==> src/rtl/branch_stall_ctrl.sv <==
// branch_stall_ctrl
// Sequences the control-hazard stall between ID, IF, IFID and WB.
// When ID flags a possibly-jumping instruction, fetch is frozen and NOPs are
// fed to ID until WB commits it. The block then issues the redirect (if
// taken) and inserts one extra NOP to flush the stale IFID entry.
//
// Ports:
//   clk           single clock, all state changes on posedge
//   rst           synchronous active-high reset
//   id_branch_det ID decoded a possibly-jumping instruction
//   wb_valid      WB commits an instruction
//   wb_is_jump    committed instruction is the flagged jump/branch
//   wb_taken      branch resolved taken
//   wb_target     resolved target address
//   stall         freeze fetch / forward NOP (to IF and IFID)
//   pc_hold       one-cycle pulse on stall rising: IF reloads current PC
//   ifid_nop      IFID presents NOP to ID
//   jump_en       one-cycle redirect strobe
//   jump_addr     redirect target, holds last value
//   timeout_err   sticky watchdog expiry flag
//   stall_cycles  saturating count of cycles with stall=1
module branch_stall_ctrl #(
    parameter int unsigned ADDR_W  = 32,
    parameter int unsigned TIMEOUT = 64,
    parameter int unsigned CNT_W   = 16
) (
    input  logic              clk,
    input  logic              rst,
    input  logic              id_branch_det,
    input  logic              wb_valid,
    input  logic              wb_is_jump,
    input  logic              wb_taken,
    input  logic [ADDR_W-1:0] wb_target,
    output logic              stall,
    output logic              pc_hold,
    output logic              ifid_nop,
    output logic              jump_en,
    output logic [ADDR_W-1:0] jump_addr,
    output logic              timeout_err,
    output logic [CNT_W-1:0]  stall_cycles
);

    // Watchdog width; kept at least 1 bit so TIMEOUT=0 still elaborates.
    localparam int unsigned WD_W = (TIMEOUT > 0) ? $clog2(TIMEOUT + 1) : 1;
    localparam logic [WD_W-1:0] WD_LAST = WD_W'(TIMEOUT - 1);

    typedef enum logic [1:0] {
        S_IDLE  = 2'd0,
        S_STALL = 2'd1,
        S_FLUSH = 2'd2
    } state_t;

    state_t            state_q;
    state_t            state_d;
    logic [WD_W-1:0]   wd_q;
    logic [WD_W-1:0]   wd_d;

    logic              stall_d;
    logic              pc_hold_d;
    logic              ifid_nop_d;
    logic              jump_en_d;
    logic [ADDR_W-1:0] jump_addr_d;
    logic              timeout_err_d;
    logic [CNT_W-1:0]  stall_cycles_d;

    logic              resolve;
    logic              wd_expire;

    assign resolve   = wb_valid & wb_is_jump;
    assign wd_expire = (TIMEOUT != 0) && (wd_q == WD_LAST);

    // State, watchdog and output registers.
    always_ff @(posedge clk) begin
        if (rst) begin
            state_q      <= S_IDLE;
            wd_q         <= '0;
            stall        <= 1'b0;
            pc_hold      <= 1'b0;
            ifid_nop     <= 1'b0;
            jump_en      <= 1'b0;
            jump_addr    <= '0;
            timeout_err  <= 1'b0;
            stall_cycles <= '0;
        end else begin
            state_q      <= state_d;
            wd_q         <= wd_d;
            stall        <= stall_d;
            pc_hold      <= pc_hold_d;
            ifid_nop     <= ifid_nop_d;
            jump_en      <= jump_en_d;
            jump_addr    <= jump_addr_d;
            timeout_err  <= timeout_err_d;
            stall_cycles <= stall_cycles_d;
        end
    end

    // Next state and next registered outputs.
    always_comb begin
        state_d       = state_q;
        wd_d          = wd_q;
        stall_d       = 1'b0;
        pc_hold_d     = 1'b0;
        ifid_nop_d    = 1'b0;
        jump_en_d     = 1'b0;
        jump_addr_d   = jump_addr;
        timeout_err_d = timeout_err;

        case (state_q)
            S_IDLE: begin
                if (id_branch_det) begin
                    state_d    = S_STALL;
                    wd_d       = '0;
                    stall_d    = 1'b1;
                    pc_hold_d  = 1'b1;
                    ifid_nop_d = 1'b1;
                end
            end
            S_STALL: begin
                // Resolve takes priority over a simultaneous watchdog expiry.
                if (resolve) begin
                    state_d    = S_FLUSH;
                    ifid_nop_d = 1'b1;
                    jump_en_d  = wb_taken;
                    if (wb_taken) begin
                        jump_addr_d = wb_target;
                    end
                end else if (wd_expire) begin
                    state_d       = S_FLUSH;
                    ifid_nop_d    = 1'b1;
                    timeout_err_d = 1'b1;
                end else begin
                    stall_d    = 1'b1;
                    ifid_nop_d = 1'b1;
                    wd_d       = wd_q + WD_W'(1);
                end
            end
            S_FLUSH: begin
                state_d = S_IDLE;
            end
            default: begin
                state_d = S_IDLE;
            end
        endcase

        // Counter tracks the stall output it is registered alongside.
        stall_cycles_d = stall_cycles;
        if (stall_d && (stall_cycles != {CNT_W{1'b1}})) begin
            stall_cycles_d = stall_cycles + CNT_W'(1);
        end
    end

endmodule

==> config.mk <==
export PLATFORM = sky130hd
export DESIGN_NAME = branch_stall_ctrl
export DESIGN_NICKNAME = d
export VERILOG_FILES = /design/src/rtl/branch_stall_ctrl.sv
export SDC_FILE = /design/constraint.sdc
export NUM_CORES = 1
export LEC_CHECK = 0
export BUFFER_PORTS_ARGS = -buffer_cell sky130_fd_sc_hd__buf_4
export CAP_MARGIN = 20
export CORE_MARGIN = 2
export CORE_UTILIZATION = 50
export DETAILED_ROUTE_END_ITERATION = 8
export GPL_TIMING_DRIVEN = 1
export PLACE_DENSITY = 0.8
export SETUP_SLACK_MARGIN = 0.2
export SLEW_MARGIN = 20
export SYNTH_ARGS = -nofsm -noshare
export SYNTH_HDL_FRONTEND = slang
export SYNTH_SLANG_ARGS = --single-unit
export TNS_END_PERCENT = 50
==> constraint.sdc <==
create_clock -name clk -period 3.9 [get_ports clk]
set_input_delay 0.195 -clock clk [delete_from_list [all_inputs] [get_ports clk]]
set_output_delay 0.195 -clock clk [all_outputs]
set_load 0.03 [all_outputs]
Word-level counts from Yosys, hierarchy flattened
Cells that the tools add are included.
{"block": "classes", "n_eq_ne": 7, "addsub": 2, "n_bitwise": 4, "mux": 13, "reduce_logical": 9}
{"operator": "$mux W7", "n": 3}
{"operator": "$add A16 B1 Y16 const B", "n": 1}
{"operator": "$ne A16 B16 Y1 const B", "n": 1}
{"operator": "$pmux W7 S2", "n": 1}
{"operator": "$add A7 B1 Y7 const B", "n": 1}
{"operator": "$eq A7 B6 Y1 const B", "n": 1}
{"operator": "$mux W2", "n": 3}
{"operator": "$ne A2 B2 Y1 const B", "n": 3}
{"operator": "$reduce_and A3 Y1", "n": 2}
{"operator": "$pmux W1 S2", "n": 2}
{"operator": "$pmux W2 S2", "n": 1}
{"operator": "$reduce_and A4 Y1", "n": 1}
{"operator": "$mux W1", "n": 3}
{"operator": "$ne A3 B3 Y1 const B", "n": 1}
{"operator": "$not A1 Y1", "n": 3}
{"operator": "$reduce_or A3 Y1", "n": 1}
{"operator": "$eq A2 B1 Y1 const B", "n": 1}
{"operator": "$logic_not A2 Y1", "n": 1}
{"operator": "$reduce_and A2 Y1", "n": 1}
{"operator": "$reduce_bool A2 Y1", "n": 1}
{"operator": "$reduce_or A2 Y1", "n": 1}
{"operator": "$and A1 B1 Y1", "n": 1}
{"operator": "$logic_and A1 B1 Y1", "n": 1}
{"block": "word_totals", "output_inout_bits": 53, "input_bits": 38, "ff_bits": 62}

Logic depth before layout (Yosys ltp)
{"block": "depth", "depth_word": 5, "ltp_mapped": 8}

Least setup slack after synthesis
Ideal clock, no wire load.
{"block": "synth_timing", "path_type": "flip-flop to flip-flop", "startpoint": "reg stall_cycles[0]", "endpoint": "reg stall_cycles[1]", "setup_slack_ns": 1.982, "setup_time_ns": 0.128, "path_stages_with_launch": 9, "t_arrival_ns": 1.790, "required_ns": 3.772, "path_cell_list": "dfxtp_1 -> ha_1 -> nand3_1 -> nor2_1 -> o2bb2ai_4 -> buf_6 -> buf_8 -> mux2i_1 -> nor2_1"}
{"block": "synth_between", "elab_chain_len": 2, "word_cells_on_any_way": 3, "cone_classes": "add/sub: 1; eq/ne: 1; reduce/logical: 1"}
{"element": "from (decl)", "line_no": "40", "rtl": "output logic [CNT_W-1:0] stall_cycles"}
{"element": "from (signal assigned)", "line_no": "93", "rtl": "stall_cycles <= stall_cycles_d;"}
{"element": "parallel branches: the longest is 2 deep, another holds $add A16 B1 Y16"}
Several ways; the timed one is not identified.
A chain may end at the register's enable or synchronous reset.

Worst setup path after layout
{"block": "layout_timing", "startpoint": "reg state_q[1]", "endpoint": "reg jump_addr[25]"}
{"block": "layout_between", "elab_chain_len": 2}
{"element": "from (decl)", "line_no": "53", "rtl": "state_t state_q;"}
{"element": "from (signal assigned)", "line_no": "85", "rtl": "state_q <= state_d;"}
{"element": "$eq A2 B1 Y1", "line_no": "108", "rtl": "case (state_q)"}
{"element": "$reduce_and A3 Y1 (no line)"}
{"element": "to (signal assigned)", "line_no": "91", "rtl": "jump_addr <= jump_addr_d;"}
{"element": "to (decl)", "line_no": "38", "rtl": "output logic [ADDR_W-1:0] jump_addr,"}
Every way passes these cells.

==> key figures <==
Clock tree
  – CTS Buffer Depth: 2
  – TritonCTS sink count: between 60 and 70
  – CTS tree: done
  – Root buffer cell: clkbuf_8
  – Hold-fix buffers, CTS: 0
  – Clock slew at reported path FFs: 0.07 ns
  – Worst-Skew Late Latency: 0.33 ns
  – H-tree Lvls: 3
  – Post_cts resized: 0
  – Setup bufs post-CTS: 0
  – Clock buffers created by TritonCTS: 9

STA
  – Hold_ws: ~0.11 ns
  – Min Tclk post-route: around 2.1 ns
  – Slew HR: 0.2957
  – Max Freq: about 480 MHz
  – Worst-margin pin slew: 1.056 ns
  – RSZ-0062 raised after global routing: false
  – Worst Skew: approximately 0.0066 ns
  – Fin Setup TNS: 0 ns
  – Final period utilization: 0.5368
  – Max-slew violations: 0
  – Final setup violation count: 0
  – Final Hold Fails: 0

Routing
  – Iteration-0 DRC Markers: between 100 and 150
  – WL/cell: between 10 and 15 um
  – Total number of vias: 2410
  – Routed WL: a little under 6000 um
  – Drt via density: 5.183
  – First-pass DRT Iterations: 4
  – Routed Antenna Nets: 0
  – DRC violations left: 0

Synthesis
  – Synth area leaders: dfxtp_1 (48%), nand2_1 (11%), a21oi_1 (8.9%), nor2_1 (2.5%), or3_1 (1.9%)
  – Post-synth top flop: dfxtp_1
  – Syn Area/Cell: 8.468 um^2
  – Yosys cell types: 46
  – Synth area leader: dfxtp_1
  – Flops & latches, synth: 62
  – Syn_nets: between 300 and 400
  – Number of synthesized flops with an enable pin: 0
  – Post-Syn Area: approximately 0.0026 mm^2
  – Yosys top cell area share: 0.4790
  – Post-Synthesis Cells: 306
  – Sequential share of the synthesized area: 0.4790
  – Ys Warns: 0
  – Synth async-reset ratio: 0

Run status
  – Status: complete, no violations

Pwr
  – Max IR drop VDD: ~0.21 mV
  – Total power density per cell area: about 390 mW/mm^2
  – Leakage Power: 1.375 nW

Final layout
  – Antenna Cells: 0
  – Proportion of layout cells with a drive suffix above 1: 0.3038
  – Syn-to-layout area delta: 33.61%
  – Nets: between 400 and 500

Die
  – Starting Density: 0.5139
  – Die width: between 70 and 80 um
  – Ports: 91
  – Row count: 26
  – Die Area: approximately 0.0058 mm^2
  – Core Footprint: between 0.005 and 0.006 mm^2
  – Height of the die: ~76 um

Worst setup path
  – Req. time, crit path: 4.15 ns
  – Crit Path Class: flop to flop
  – Worst Setup End Kind: flop
  – Crit path max fanout: 33
  – CP Data Arrival Time: ~2.3 ns
  – CP startpoint kind: flop

Hold path
  – Min-delay worst type: input pin to flop

Global route
  – Global-route wire length before repair: 9804 um
  – Largest net degree at the start of global routing: 67
  – Initial antenna violation count: 0
  – GRT Overall Usage: 0.2057
  – Vias in the first global route: roughly 2200
  – GRT overflow: 0

Placement
  – IO buf count: 90
  – Placer Congestion: around 0.83
  – DP Wirelength: about 4000 um

Run
  – Max Cap Viol: 0
==> where the power goes <==
group | switching, mW | total [mW] | leakage, nW | internal, mW
clock | 0.232 | 0.561 | 0.0996 | 0.329
combinational | 0.0795 | 0.137 | 0.774 | 0.0579
sequential | 0.0115 | 0.659 | 0.501 | 0.647
==> routing by layer <==
layer	global-route usage	vias up	share of wire
li1	-	1226	-
met4	0.1000	0	0.015
met5	0	-	0
met3	0.04739	8	0.049
met1	0.2509	1111	0.47
met2	0.3438	65	0.47
==> through the flow <==
stage / total power [mW] / instances / utilization / worst slack (ns) / instance area [um^2]
after CTS: 1.372 / 464 / 0.6836 / 1.790 / 3447
final: 1.357 / 465 / 0.6866 / 1.806 / 3462
after detailed placement: 0.8097 / 448 / 0.6437 / 1.812 / 3246
after global placement: 0.8078 / 448 / 0.6437 / 1.911 / 3246
after floorplan: 0.7635 / 306 / - / 1.982 / 2591
after global routing: 1.407 / 465 / 0.6866 / 1.586 / 3462
==> cell usage in the layout, fill, tap and decap left out, types with 6 or more instances in the layout <==
cell	netlist	layout
nand3_1	9	9
nand2_1	77	77
or3_1	8	8
dfxtp_1	62	62
buf_4	0	90
nor3_1	6	6
clkbuf_8	0	11
nor2_1	17	17
a21oi_1	46	46
==> final cells by class <==
cell class | instances | area [um^2]
repair buffers | 91 | 690.7
clock inverters | 3 | 42.54
multi-input cells | 223 | 1230
fillers | 423 | 1580
inverters | 3 | 11.26
clock buffers | 13 | 158.9
flip-flops and latches | 62 | 1241
well taps | 70 | 87.58
==> path summary, 6_finish.rpt <==
check / from / end / slack [ns] / cells after the start
max: state_q[1]$_SDFFE_PP0P_ / jump_addr[25]$_SDFFE_PP0P_ / 1.81 / 4
min: wb_target[3] / jump_addr[3]$_SDFFE_PP0P_ / 0.11 / 3
min reg2reg: jump_addr[20]$_SDFFE_PP0P_ / jump_addr[20]$_SDFFE_PP0P_ / 0.45 / 2
max reg2reg: state_q[1]$_SDFFE_PP0P_ / jump_addr[25]$_SDFFE_PP0P_ / 1.81 / 4
==> flip-flops by register name, indices dropped and copies added, names as in the netlist <==
register and flops:
ifid_nop 1, jump_addr 32, jump_en 1, pc_hold 1, stall 1, stall_cycles 16
state_q 2, timeout_err 1, wd_q 7
==> synth_stat cells, types with 3 or more instances <==
cell / count
nand2_1: 77
dfxtp_1: 62
a21oi_1: 46
nor2_1: 17
clkbuf_1: 12
nand3_1: 9
or3_1: 8
nor3_1: 6
buf_6: 4
nor2b_1: 4
nor4_1: 4
o21ai_0: 4
o21ai_1: 4
or4_1: 4
inv_1: 3
mux2i_1: 3
o31ai_1: 3
==> worst max-delay path, cell delays in order, from the launching register on <==
cell and delay, ns:
dfxtp_1 0.54, or2b_1 0.30, or3_1 0.85, nand2_1 0.12, a21oi_1 0.20
==> cell families after synthesis <==
kind of cell    share of synthesized area
xor+xnor                         0.006761
flops                              0.4790
simple gates                       0.2815
buf+inv                           0.04876
compound gates                     0.1482
fa+ha+maj                        0.009656
mux                               0.02607
No activity file was read; power rests on OpenSTA's default activity.
